===== src/rtl/pdm_modulator.sv =====
// pdm_modulator
//   PCM-to-PDM delta-sigma modulator with a 2-entry input sample buffer.
//   Samples are pushed by a valid/ready handshake and are moved into the
//   current-sample register on every ce_pcm strobe. On every ce pulse the
//   integrator chain is advanced and the 1-bit output is re-registered.
//
//   Build option: define PDM_ORDER2_EN for a second-order loop (two
//   integrators, output from the sign of the second). When it is undefined,
//   the loop is first-order.
//
//   Parameters
//     W      PCM sample width, two's complement
//     ACC_W  integrator width (must exceed W)
//   Ports
//     clk           system clock, all state on posedge
//     rst           asynchronous active-high reset
//     ce            PDM bit-rate enable pulse
//     ce_pcm        PCM sample-rate strobe
//     pcm_in        signed sample
//     pcm_valid     pcm_in holds a valid sample
//     pcm_ready     buffer can accept a sample this cycle
//     clr_underrun  clears the sticky underrun flag
//     pdm_out       registered 1-bit PDM stream
//     underrun      sticky: a sample strobe found the buffer empty
module pdm_modulator #(
   parameter int W     = 16,
   parameter int ACC_W = W + 4
) (
   input  logic         clk,
   input  logic         rst,
   input  logic         ce,
   input  logic         ce_pcm,
   input  logic [W-1:0] pcm_in,
   input  logic         pcm_valid,
   output logic         pcm_ready,
   input  logic         clr_underrun,
   output logic         pdm_out,
   output logic         underrun
);

   // Arithmetic is done two bits wider than the integrator so that the
   // unsaturated sum can never wrap before it is clamped.
   localparam int XW = ACC_W + 2;
   localparam logic signed [XW-1:0] FB_MAG  = {{(XW-W){1'b0}}, 1'b1, {(W-1){1'b0}}};
   localparam logic signed [XW-1:0] SAT_MAX = {3'b000, {(ACC_W-1){1'b1}}};
   localparam logic signed [XW-1:0] SAT_MIN = {3'b111, {(ACC_W-1){1'b0}}};

   function automatic logic signed [ACC_W-1:0] sat(input logic signed [XW-1:0] v);
      logic signed [XW-1:0] c;
      c = v;
      if (v > SAT_MAX) c = SAT_MAX;
      else if (v < SAT_MIN) c = SAT_MIN;
      return c[ACC_W-1:0];
   endfunction

   // sample buffer: e0 is always the head
   logic [1:0]              count_q, count_d;
   logic [W-1:0]            e0_q, e0_d, e1_q, e1_d;
   logic signed [W-1:0]     x_q, x_d;
   logic                    underrun_q, underrun_d;
   logic                    push, pop;

   logic signed [ACC_W-1:0] acc1_q, acc1_d, acc1_new, fin_new;
   logic                    pdm_q, pdm_d;
   logic signed [XW-1:0]    fb;

`ifdef PDM_ORDER2_EN
   logic signed [ACC_W-1:0] acc2_q, acc2_d, acc2_new;
`endif

   assign pcm_ready = (count_q < 2'd2);
   assign pdm_out   = pdm_q;
   assign underrun  = underrun_q;

   assign push = pcm_valid && pcm_ready;
   assign pop  = ce_pcm && (count_q != 2'd0);

   always_comb begin
      count_d = count_q;
      e0_d    = e0_q;
      e1_d    = e1_q;
      x_d     = x_q;
      if (pop) begin
         x_d = e0_q;
         // push can only coincide with a pop at count 1: the new sample
         // replaces the departing head and the occupancy is unchanged
         if (push) begin
            e0_d = pcm_in;
         end else begin
            e0_d    = e1_q;
            count_d = count_q - 2'd1;
         end
      end else if (push) begin
         if (count_q == 2'd0) e0_d = pcm_in;
         else                 e1_d = pcm_in;
         count_d = count_q + 2'd1;
      end
      // a new underrun outranks a same-cycle clear
      underrun_d = (ce_pcm && (count_q == 2'd0)) || (underrun_q && !clr_underrun);
   end

   always_comb begin
      fb       = pdm_q ? FB_MAG : -FB_MAG;
      acc1_new = sat(XW'(acc1_q) + XW'(x_q) - fb);
`ifdef PDM_ORDER2_EN
      acc2_new = sat(XW'(acc2_q) + XW'(acc1_new) - fb);
      fin_new  = acc2_new;
      acc2_d   = ce ? acc2_new : acc2_q;
`else
      fin_new  = acc1_new;
`endif
      acc1_d = ce ? acc1_new : acc1_q;
      pdm_d  = ce ? ~fin_new[ACC_W-1] : pdm_q;
   end

   always_ff @(posedge clk or posedge rst) begin
      if (rst) begin
         count_q    <= '0;
         e0_q       <= '0;
         e1_q       <= '0;
         x_q        <= '0;
         underrun_q <= 1'b0;
         acc1_q     <= '0;
         pdm_q      <= 1'b0;
`ifdef PDM_ORDER2_EN
         acc2_q     <= '0;
`endif
      end else begin
         count_q    <= count_d;
         e0_q       <= e0_d;
         e1_q       <= e1_d;
         x_q        <= x_d;
         underrun_q <= underrun_d;
         acc1_q     <= acc1_d;
         pdm_q      <= pdm_d;
`ifdef PDM_ORDER2_EN
         acc2_q     <= acc2_d;
`endif
      end
   end

endmodule

===== config.mk =====
export PLATFORM = sky130hd
export DESIGN_NAME = pdm_modulator
export DESIGN_NICKNAME = d
export VERILOG_FILES = /design/src/rtl/pdm_modulator.sv
export SDC_FILE = /design/constraint.sdc
export NUM_CORES = 1
export LEC_CHECK = 0
export ABC_AREA = 1
export CAP_MARGIN = 20
export CORE_MARGIN = 8
export CORE_UTILIZATION = 40
export DETAILED_ROUTE_END_ITERATION = 8
export PLACE_DENSITY = 0.56
export SYNTH_ARGS = -nofsm -noshare
export SYNTH_HDL_FRONTEND = slang
export SYNTH_SLANG_ARGS = --single-unit

===== constraint.sdc =====
create_clock -name clk -period 3.08 [get_ports clk]
set_input_delay 0.616 -clock clk [delete_from_list [all_inputs] [get_ports clk]]
set_output_delay 0.616 -clock clk [all_outputs]
set_load 0.02 [all_outputs]

Word-level counts from Yosys, hierarchy flattened. Index checks and enable logic that the tools add are counted.

Add/subtract/negate cells: 4. Reductions and logical operators: 13. Muxes and demuxes: 10. $lt $le $gt $ge: 3. Equality and inequality tests: 1. Bitwise gates (word level): 3.

Operators with widths (number): $mux 16 (4); $mux 20 (2); $gt 22x20->1 const B (1); $lt 22x20->1 const B (1); $mux 22 (1); $sub 21x22->22 (1); $add 20x16->21 (1); $mux 2 (3); $reduce_bool 2->1 (3); $logic_and 1x1->1 (4); $reduce_and 2->1 (2); $not 1->1 (3); $reduce_and 3->1 (1); $add 2x1->2 const B (1); $logic_not 2->1 (1); $lt 2x2->1 const B (1); $ne 2x2->1 const B (1); $sub 2x1->2 const B (1); $logic_not 1->1 (1); $logic_or 1x1->1 (1).

Word-level logic and storage cells: 41. Input bits: 22. Output and inout bits: 3. Bits in registers: 72.

Logic depth before layout (Yosys ltp). Gate-level depths: netlist (run 1).

Depth after elaboration: 6. Gate-level depth with buffers: 19. Depth with buffers taken out: 18.

Worst setup path after synthesis (run 1). OpenSTA, ideal clock, no wires.

Path type: register to register. Start point: register pdm_q, in the netlist pdm_out. End point: register acc1_q[14]. Arrival: 2.737 ns. Period minus slack after synthesis: 2.857 ns. Setup time: 0.120 ns. Path slack: 0.223 ns. Required time: 2.960 ns. Cell stages (with the launch flop): 15. Path buffers: 1. Cell sequence: dfrtp_1 -> inv_1 -> fa_1 -> inv_1 -> ha_1 -> nand2_1 -> nand2_1 -> o21bai_1 -> a21oi_1 -> nand3_1 -> nand2_2 -> nand2_4 -> a21oi_4 -> buf_8 -> a21oi_2.

Longest elaborated chain between the ends: 5. Elaborated cells on any way between the ends: 6. Those cells by class: add/sub: 1; order compare: 2; mux: 3.

Ends and longest elaborated chain: start: declaration (line 64) `logic pdm_q, pdm_d;`; start signal: assignment (line 135) `pdm_q <= pdm_d;`; $mux 22 (*) (line 103) `fb = pdm_q ? FB_MAG : -FB_MAG;`; $sub 21x22->22 (*) (line 104) `acc1_new = sat(XW'(acc1_q) + XW'(x_q) - fb);`; $lt 22x20->1 (line 52) `else if (v < SAT_MIN) c = SAT_MIN;`; $mux 20 (line 52); $mux 20 (*) (line 51) `if (v > SAT_MAX) c = SAT_MAX;`; end signal: assignment (line 123) `acc1_q <= '0;`; end signal: assignment (line 134) `acc1_q <= acc1_d;`; end: declaration (line 63) `logic signed [ACC_W-1:0] acc1_q, acc1_d, acc1_new, fin_new;`.

Every way passes the cells marked *; elsewhere a longest branch is shown, timed or not. A chain may end at the register's enable or synchronous reset.

Worst setup path after layout (run 1).
Start point: register pdm_q, in the netlist pdm_out. End point: register acc1_q[13].

The elaborated chain is that of the path after synthesis.

==> results.sh, run 1 <==
export IMPL_cts_max_level=3
export IMPL_tritoncts="built"
export IMPL_fin_skew_ps=4.82
export IMPL_yosys_warnings=0
export IMPL_start_util_pct=41.0
export IMPL_crit_arrival_ps=3070
export IMPL_vias=3995
export IMPL_hp_class="register to register"
export IMPL_slew_viol_final=0
export IMPL_syn_nets=703
export IMPL_maxCapViolCount=0
export IMPL_synth_seq_area_share_pct=36.6
export IMPL_grt_max_degree=50
export IMPL_syn_inst=641
export IMPL_ant_nets=0
export IMPL_layout_commonest_cell="inv_1"
export IMPL_drive_gt1_share_pct=14.3
export IMPL_critPathKind="register to register"
export IMPL_cts_setup_buffers=0
export IMPL_outcome="complete, no violations"
export IMPL_hpwl_um=8120
export IMPL_cts_root_buf="clkbuf_16"
export IMPL_wl_per_cell_um=13.0
export IMPL_r2r_slack_ps=230
export IMPL_die_area_um2=16100
export IMPL_fin_crit_sh_pct=92.6
export IMPL_slew_headroom_pct=61.5
export IMPL_startpoint_type="register"
export IMPL_setup_violations=0
export IMPL_required_ps=3300
export IMPL_clock_latency_ps=340
export IMPL_drc_errors=0
export IMPL_drt_initial_drc_count=126
export IMPL_hold_violations=0
export IMPL_final_cell_mix="inv_1 (118), nand2_1 (116), dfrtp_1 (70)"
export IMPL_grtUsageTotal_pct=14.3
export IMPL_die_w_um=127
export IMPL_wl_um=10700
export IMPL_yosys_cell_types_count=35
export IMPL_synth_ff_type="dfrtp_1"
export IMPL_grt_pass1_vias=4040
export IMPL_cts_resized=0
export IMPL_cts_buffer_depth=2
export IMPL_num_rows=40
export IMPL_ctsHoldBuffers=0
export IMPL_core_area_um2=12000
export IMPL_synth_avg_cell_area_um2=7.68
export IMPL_io_pins=25
export IMPL_port_buffers=24
export IMPL_cp_max_fo=11
export IMPL_end_kind="register"
export IMPL_place_congestion=0.850
export IMPL_final_nets=731
export IMPL_via_per_inst=4.87
export IMPL_antenna_found_initial=0
export IMPL_ys_ff_latch=72
export IMPL_syn_area_um2=4920
export IMPL_async_reset_ff_share_pct=100
export IMPL_grt_pass1_wl_um=18900
export IMPL_fin_crit_ps=2850
export IMPL_num_antenna_cells=0
export IMPL_clk_pin_slew_ps=60
export IMPL_tightest_slew_ps=577
export IMPL_area_delta_synth_final_pct=15.9
export IMPL_cts_sinks=72
export IMPL_drt_pass1_iterations=4
export IMPL_fmaxAchievable_ghz=0.351
export IMPL_die_y_um=127
export IMPL_fin_tns_setup_ps=0
export IMPL_synth_edf_count=0
export IMPL_overflow=0
export IMPL_cts_made_buffers=9
export IMPL_rsz0062_at_grt="false"
## worst paths after layout
check / start / to / depth (start not counted)
min in group asynchronous: rst / e1_q[3] / 2
worst min-delay path: e0_q[5] / x_q[5] / 2
worst max register to register: pdm_out / acc1_q[13] / 16
worst min register to register: e0_q[5] / x_q[5] / 2
max in group asynchronous: rst / e1_q[15] / 3
worst max-delay path: pdm_out / acc1_q[13] / 16
## worst max-delay path: stages (launching register included)
cell     delay (ps)
dfrtp_2         430
inv_1            90
fa_1            550
inv_1            50
ha_2            370
nand2_2          90
nor2_2          130
inv_1            70
nor2_2          110
nand2_1         110
nand3_2          80
nand2_1          50
nand2_1          70
nand2_2          80
a21oi_4         150
buf_6           200
a21oi_1          90
## flip-flops by register name (all words and copies together), names as in the netlist
name,count
e1_q,16
underrun,1
x_q,16
count_q,2
acc1_q,20
e0_q,16
pdm_out,1
## metrics by stage
step                      worst slack [ps]  instance area [um^2]  hold slack [ps]  utilization [%]  cells
after floorplan                        223                  4920              454                -    641
after global placement                 193                  5340              467             44.4    804
after detailed placement              35.9                  5350              469             44.5    805
after CTS                             45.2                  5690              481             47.4    820
after global routing                  25.6                  5700              517             47.5    820
final                                  229                  5700              475             47.5    820
## cell families (layout without fill, tap and decap cells)
logic type	Yosys count	count (layout)	synth area share [%]
AO/OA/AOI/OAI	104	104	12.9
XOR/XNOR	15	15	2.67
adder cells (fa/ha/maj)	40	40	10.8
buffers and inverters	144	176	11.6
flip-flops	72	72	36.6
AND/OR/NAND/NOR	266	266	25.4
## layer usage
| layer | part of all wire (%) | track usage [%] | up-vias |
|---|---|---|---|
| met3 | 3.0 | 2.64 | 16 |
| met4 | 1.7 | 4.76 | 0 |
| li1 | - | - | 2086 |
| met1 | 49 | 18.3 | 1839 |
| met5 | 0 | 0 | - |
| met2 | 46 | 23.6 | 54 |
## area by class of cell
type | instances | area, um^2
Inverter | 128 | 480
Tap cell | 147 | 184
Clock inverter | 6 | 116
Multi-Input combinational cell | 425 | 2560
Sequential cell | 72 | 1800
Clock buffer | 9 | 225
Fill cell | 1245 | 6310
Timing Repair Buffer | 33 | 332
## synthesized netlist by cell type, types with 2 or more instances
cell type | n | share of area, %
nor2_4 | 3 | 0.69
inv_2 | 9 | 0.69
nor2_1 | 50 | 3.8
o21bai_1 | 5 | 0.76
nand3_1 | 44 | 4.5
o211ai_1 | 15 | 2.3
nor3_1 | 3 | 0.31
xor2_1 | 9 | 1.6
dfrtp_1 | 72 | 37
nand2_1 | 116 | 8.8
clkbuf_1 | 13 | 0.99
nand4_1 | 9 | 1.1
inv_1 | 119 | 9.1
xnor2_1 | 6 | 1.1
o21ai_0 | 25 | 2.5
a31oi_1 | 2 | 0.25
ha_1 | 36 | 9.2
nand3_2 | 3 | 0.61
a21oi_2 | 11 | 2.0
a21oi_1 | 41 | 4.2
nand2_2 | 28 | 3.6
nor2_2 | 6 | 0.76
fa_1 | 4 | 1.6
Power of run 1 is left out: the tool's default activity adds up to more than one toggle a clock period on the data nets, which glitch-free logic cannot reach.
==> run 2, diff against run 1 <==
--- a/config.mk
+++ b/config.mk
@@ -5,7 +5,6 @@
 export SDC_FILE = /design/constraint.sdc
 export NUM_CORES = 1
 export LEC_CHECK = 0
-export ABC_AREA = 1
 export CAP_MARGIN = 20
 export CORE_MARGIN = 8
 export CORE_UTILIZATION = 40
==> results.sh, run 2 <==
export IMPL_slew_headroom_pct=49.2
export IMPL_r2r_cells=14
export IMPL_outcome="complete, but fails checks"
export IMPL_hp_class="register to register"
export IMPL_crit_arrival_ps=3490
export IMPL_syn_inst=434
export IMPL_port_buffers=24
export IMPL_cp_slowest_cell="dfrtp_1"
export IMPL_maxCapViolCount=0
export IMPL_cts_made_buffers=9
export IMPL_fin_crit_sh_pct=106
export IMPL_end_kind="register"
export IMPL_fin_tns_setup_ps=-2650
export IMPL_fmaxAchievable_ghz=0.306
export IMPL_cts_max_level=3
export IMPL_fin_crit_ps=3270
export IMPL_rsz0062_at_grt="true"
export IMPL_synth_edf_count=0
export IMPL_dpl_cell_count=637
export IMPL_drt_initial_drc_count=156
export IMPL_grtUsageTotal_pct=14.1
export IMPL_synth_ff_type="dfrtp_1"
export IMPL_post_synth_top_count_cell="dfrtp_1"
export IMPL_clock_latency_ps=350
export IMPL_r2r_slack_ps=-190
export IMPL_syn_nets=496
export IMPL_yosys_cell_types_count=46
export IMPL_cts_root_buf="clkbuf_8"
export IMPL_final_nets=581
export IMPL_grt_max_degree=73
export IMPL_setup_violations=17
export IMPL_syn_area_um2=4360
export IMPL_worst_slack_ps=-189
export IMPL_place_congestion=0.838
export IMPL_overflow=0
export IMPL_slowest_delay_ps=350
export IMPL_die_w_um=120
export IMPL_async_reset_ff_share_pct=100
export IMPL_drt_pass1_iterations=4
export IMPL_wl_per_cell_um=14.6
export IMPL_slew_viol_final=0
export IMPL_fin_cells=664
export IMPL_startpoint_type="register"
export IMPL_tritoncts="built"
export IMPL_hpwl_um=6600
export IMPL_final_cell_mix="dfrtp_1 (70), buf_4 (62), inv_1 (61)"
export IMPL_clk_pin_slew_ps=80
export IMPL_core_area_um2=10700
export IMPL_synth_area_leaders="dfrtp_1 (41%), ha_1 (10%), mux2_2 (8.3%)"
export IMPL_largest_register="acc1_q"
export IMPL_drc_errors=0
export IMPL_ant_nets=0
export IMPL_hold_violations=0
export IMPL_fin_skew_ps=18.2
export IMPL_layout_commonest_cell="dfrtp_1"
export IMPL_hold_depth=2
export IMPL_die_area_um2=14500
export IMPL_cp_max_fo=8
export IMPL_cp_cell_sequence="inv_1 > ha_1 > inv_1 > ha_1 > a21o_1 > o21bai_4 > a21o_1 > a221o_1 > and3_1 > o31a_1 > buf_4 > a21o_1 > and2_4 > a221o_1"
export IMPL_failed_checks="setup timing"
export IMPL_largest_reg_flops=20
export IMPL_hold_start="e0_q[5]"
export IMPL_tightest_slew_ps=761
export IMPL_cts_buffer_depth=2
export IMPL_r2r_start="acc1_q[14]"
export IMPL_yosys_top_cells_count="dfrtp_1 (72), inv_1 (68), nand2_1 (41)"
export IMPL_num_rows=38
export IMPL_via_per_inst=5.05
export IMPL_start_util_pct=40.5
export IMPL_yosys_area_top_type="dfrtp_1"
export IMPL_num_antenna_cells=0
export IMPL_wl_um=9710
export IMPL_hold_path_end="e0_q[5]"
export IMPL_synth_top_area_share_pct=41.4
export IMPL_reg2reg_to="acc1_q[4]"
export IMPL_grt_pass1_vias=3515
export IMPL_required_ps=3300
export IMPL_die_y_um=120
export IMPL_area_delta_synth_final_pct=28.6
export IMPL_crit_path_frequent_cell="a21o_1"
export IMPL_critPathKind="register to register"
export IMPL_vias=3352
export IMPL_drive_gt1_share_pct=29.0
export IMPL_io_pins=25
export IMPL_synth_seq_area_share_pct=41.4
export IMPL_ys_ff_latch=72
export IMPL_synth_avg_cell_area_um2=10.0
export IMPL_antenna_found_initial=0
export IMPL_cts_sinks=72
export IMPL_yosys_warnings=0
export IMPL_grt_pass1_wl_um=16600
==> run 2: cell types whose count changed after synthesis, sizes merged, moves of 18 or more <==
cell   change
nand3     -42
a21oi     -35
nor2      -45
nand2    -105
inv       -60
mux2      +32
a221o     +18
==> run 2: metrics by stage <==
step / cell area, um^2 / util, % / hold slack (ps) / setup WS, ps
2_1_floorplan: 4390 / - / 458 / -182
6_report: 5600 / 52.1 / 490 / -189
3_3_place_gp: 5160 / 48.0 / 476 / -214
4_1_cts: 5510 / 51.3 / 500 / -217
3_5_place_dp: 5160 / 48.0 / 477 / -252
5_1_grt: 5600 / 52.1 / 510 / -284
==> run 2: layout make-up <==
type	count	area, um^2
Sequential cell	72	1800
Inverter	68	255
Multi-Input combinational cell	277	2380
Clock buffer	9	124
Clock inverter	7	55.1
Timing Repair Buffer	91	805
Tap cell	140	175
Fill cell	1007	5150
==> run 2: worst max path at each step <==
stage / startpoint / endpoint / slack [ps] / cells after the start
after CTS: x_q[15] / acc1_q[4] / -220 / 12
final: acc1_q[14] / acc1_q[4] / -190 / 14
after global routing: x_q[3] / acc1_q[4] / -280 / 15
after global placement: acc1_q[5] / acc1_q[5] / -210 / 14
after floorplan: pdm_out / acc1_q[15] / -180 / 15
after detailed placement: x_q[5] / acc1_q[8] / -250 / 14
==> run 2: layer usage <==
metal | global-route usage, % | up-vias | part of all wire [%]
met2 | 22.9 | 47 | 47
met1 | 18.3 | 1618 | 48
met3 | 3.12 | 8 | 3.1
met5 | 0 | - | 0
met4 | 5.00 | 0 | 1.4
li1 | - | 1679 | -
==> run 2: timing repair <==
item,CTS,global route
hold buffers,0,0
pin swaps,23,19
buffers inserted,7,4
cloned,2,0
gates resized for setup,21,10
endpoints found under the setup margin,18,19
==> run 2: kinds of logic after synthesis <==
group	Yosys count	share of synthesized area, %
flops	72	41.4
xor+xnor	15	3.02
fa+ha+maj	40	12.2
buf+inv	86	8.22
simple gates	77	8.07
mux	32	8.27
compound gates	112	18.9
==> run 2: critical path: cells and delay by family (launching register included) <==
| kind | cells | cell delay [ps] |
|---|---|---|
| AOI/OAI and AO/OA | 7 | 1650 |
| adders and majority gates | 2 | 560 |
| DFF | 1 | 350 |
| and+or+nand+nor | 2 | 340 |
| buffers and inverters | 3 | 250 |
Power of run 2 is left out for the same reason.
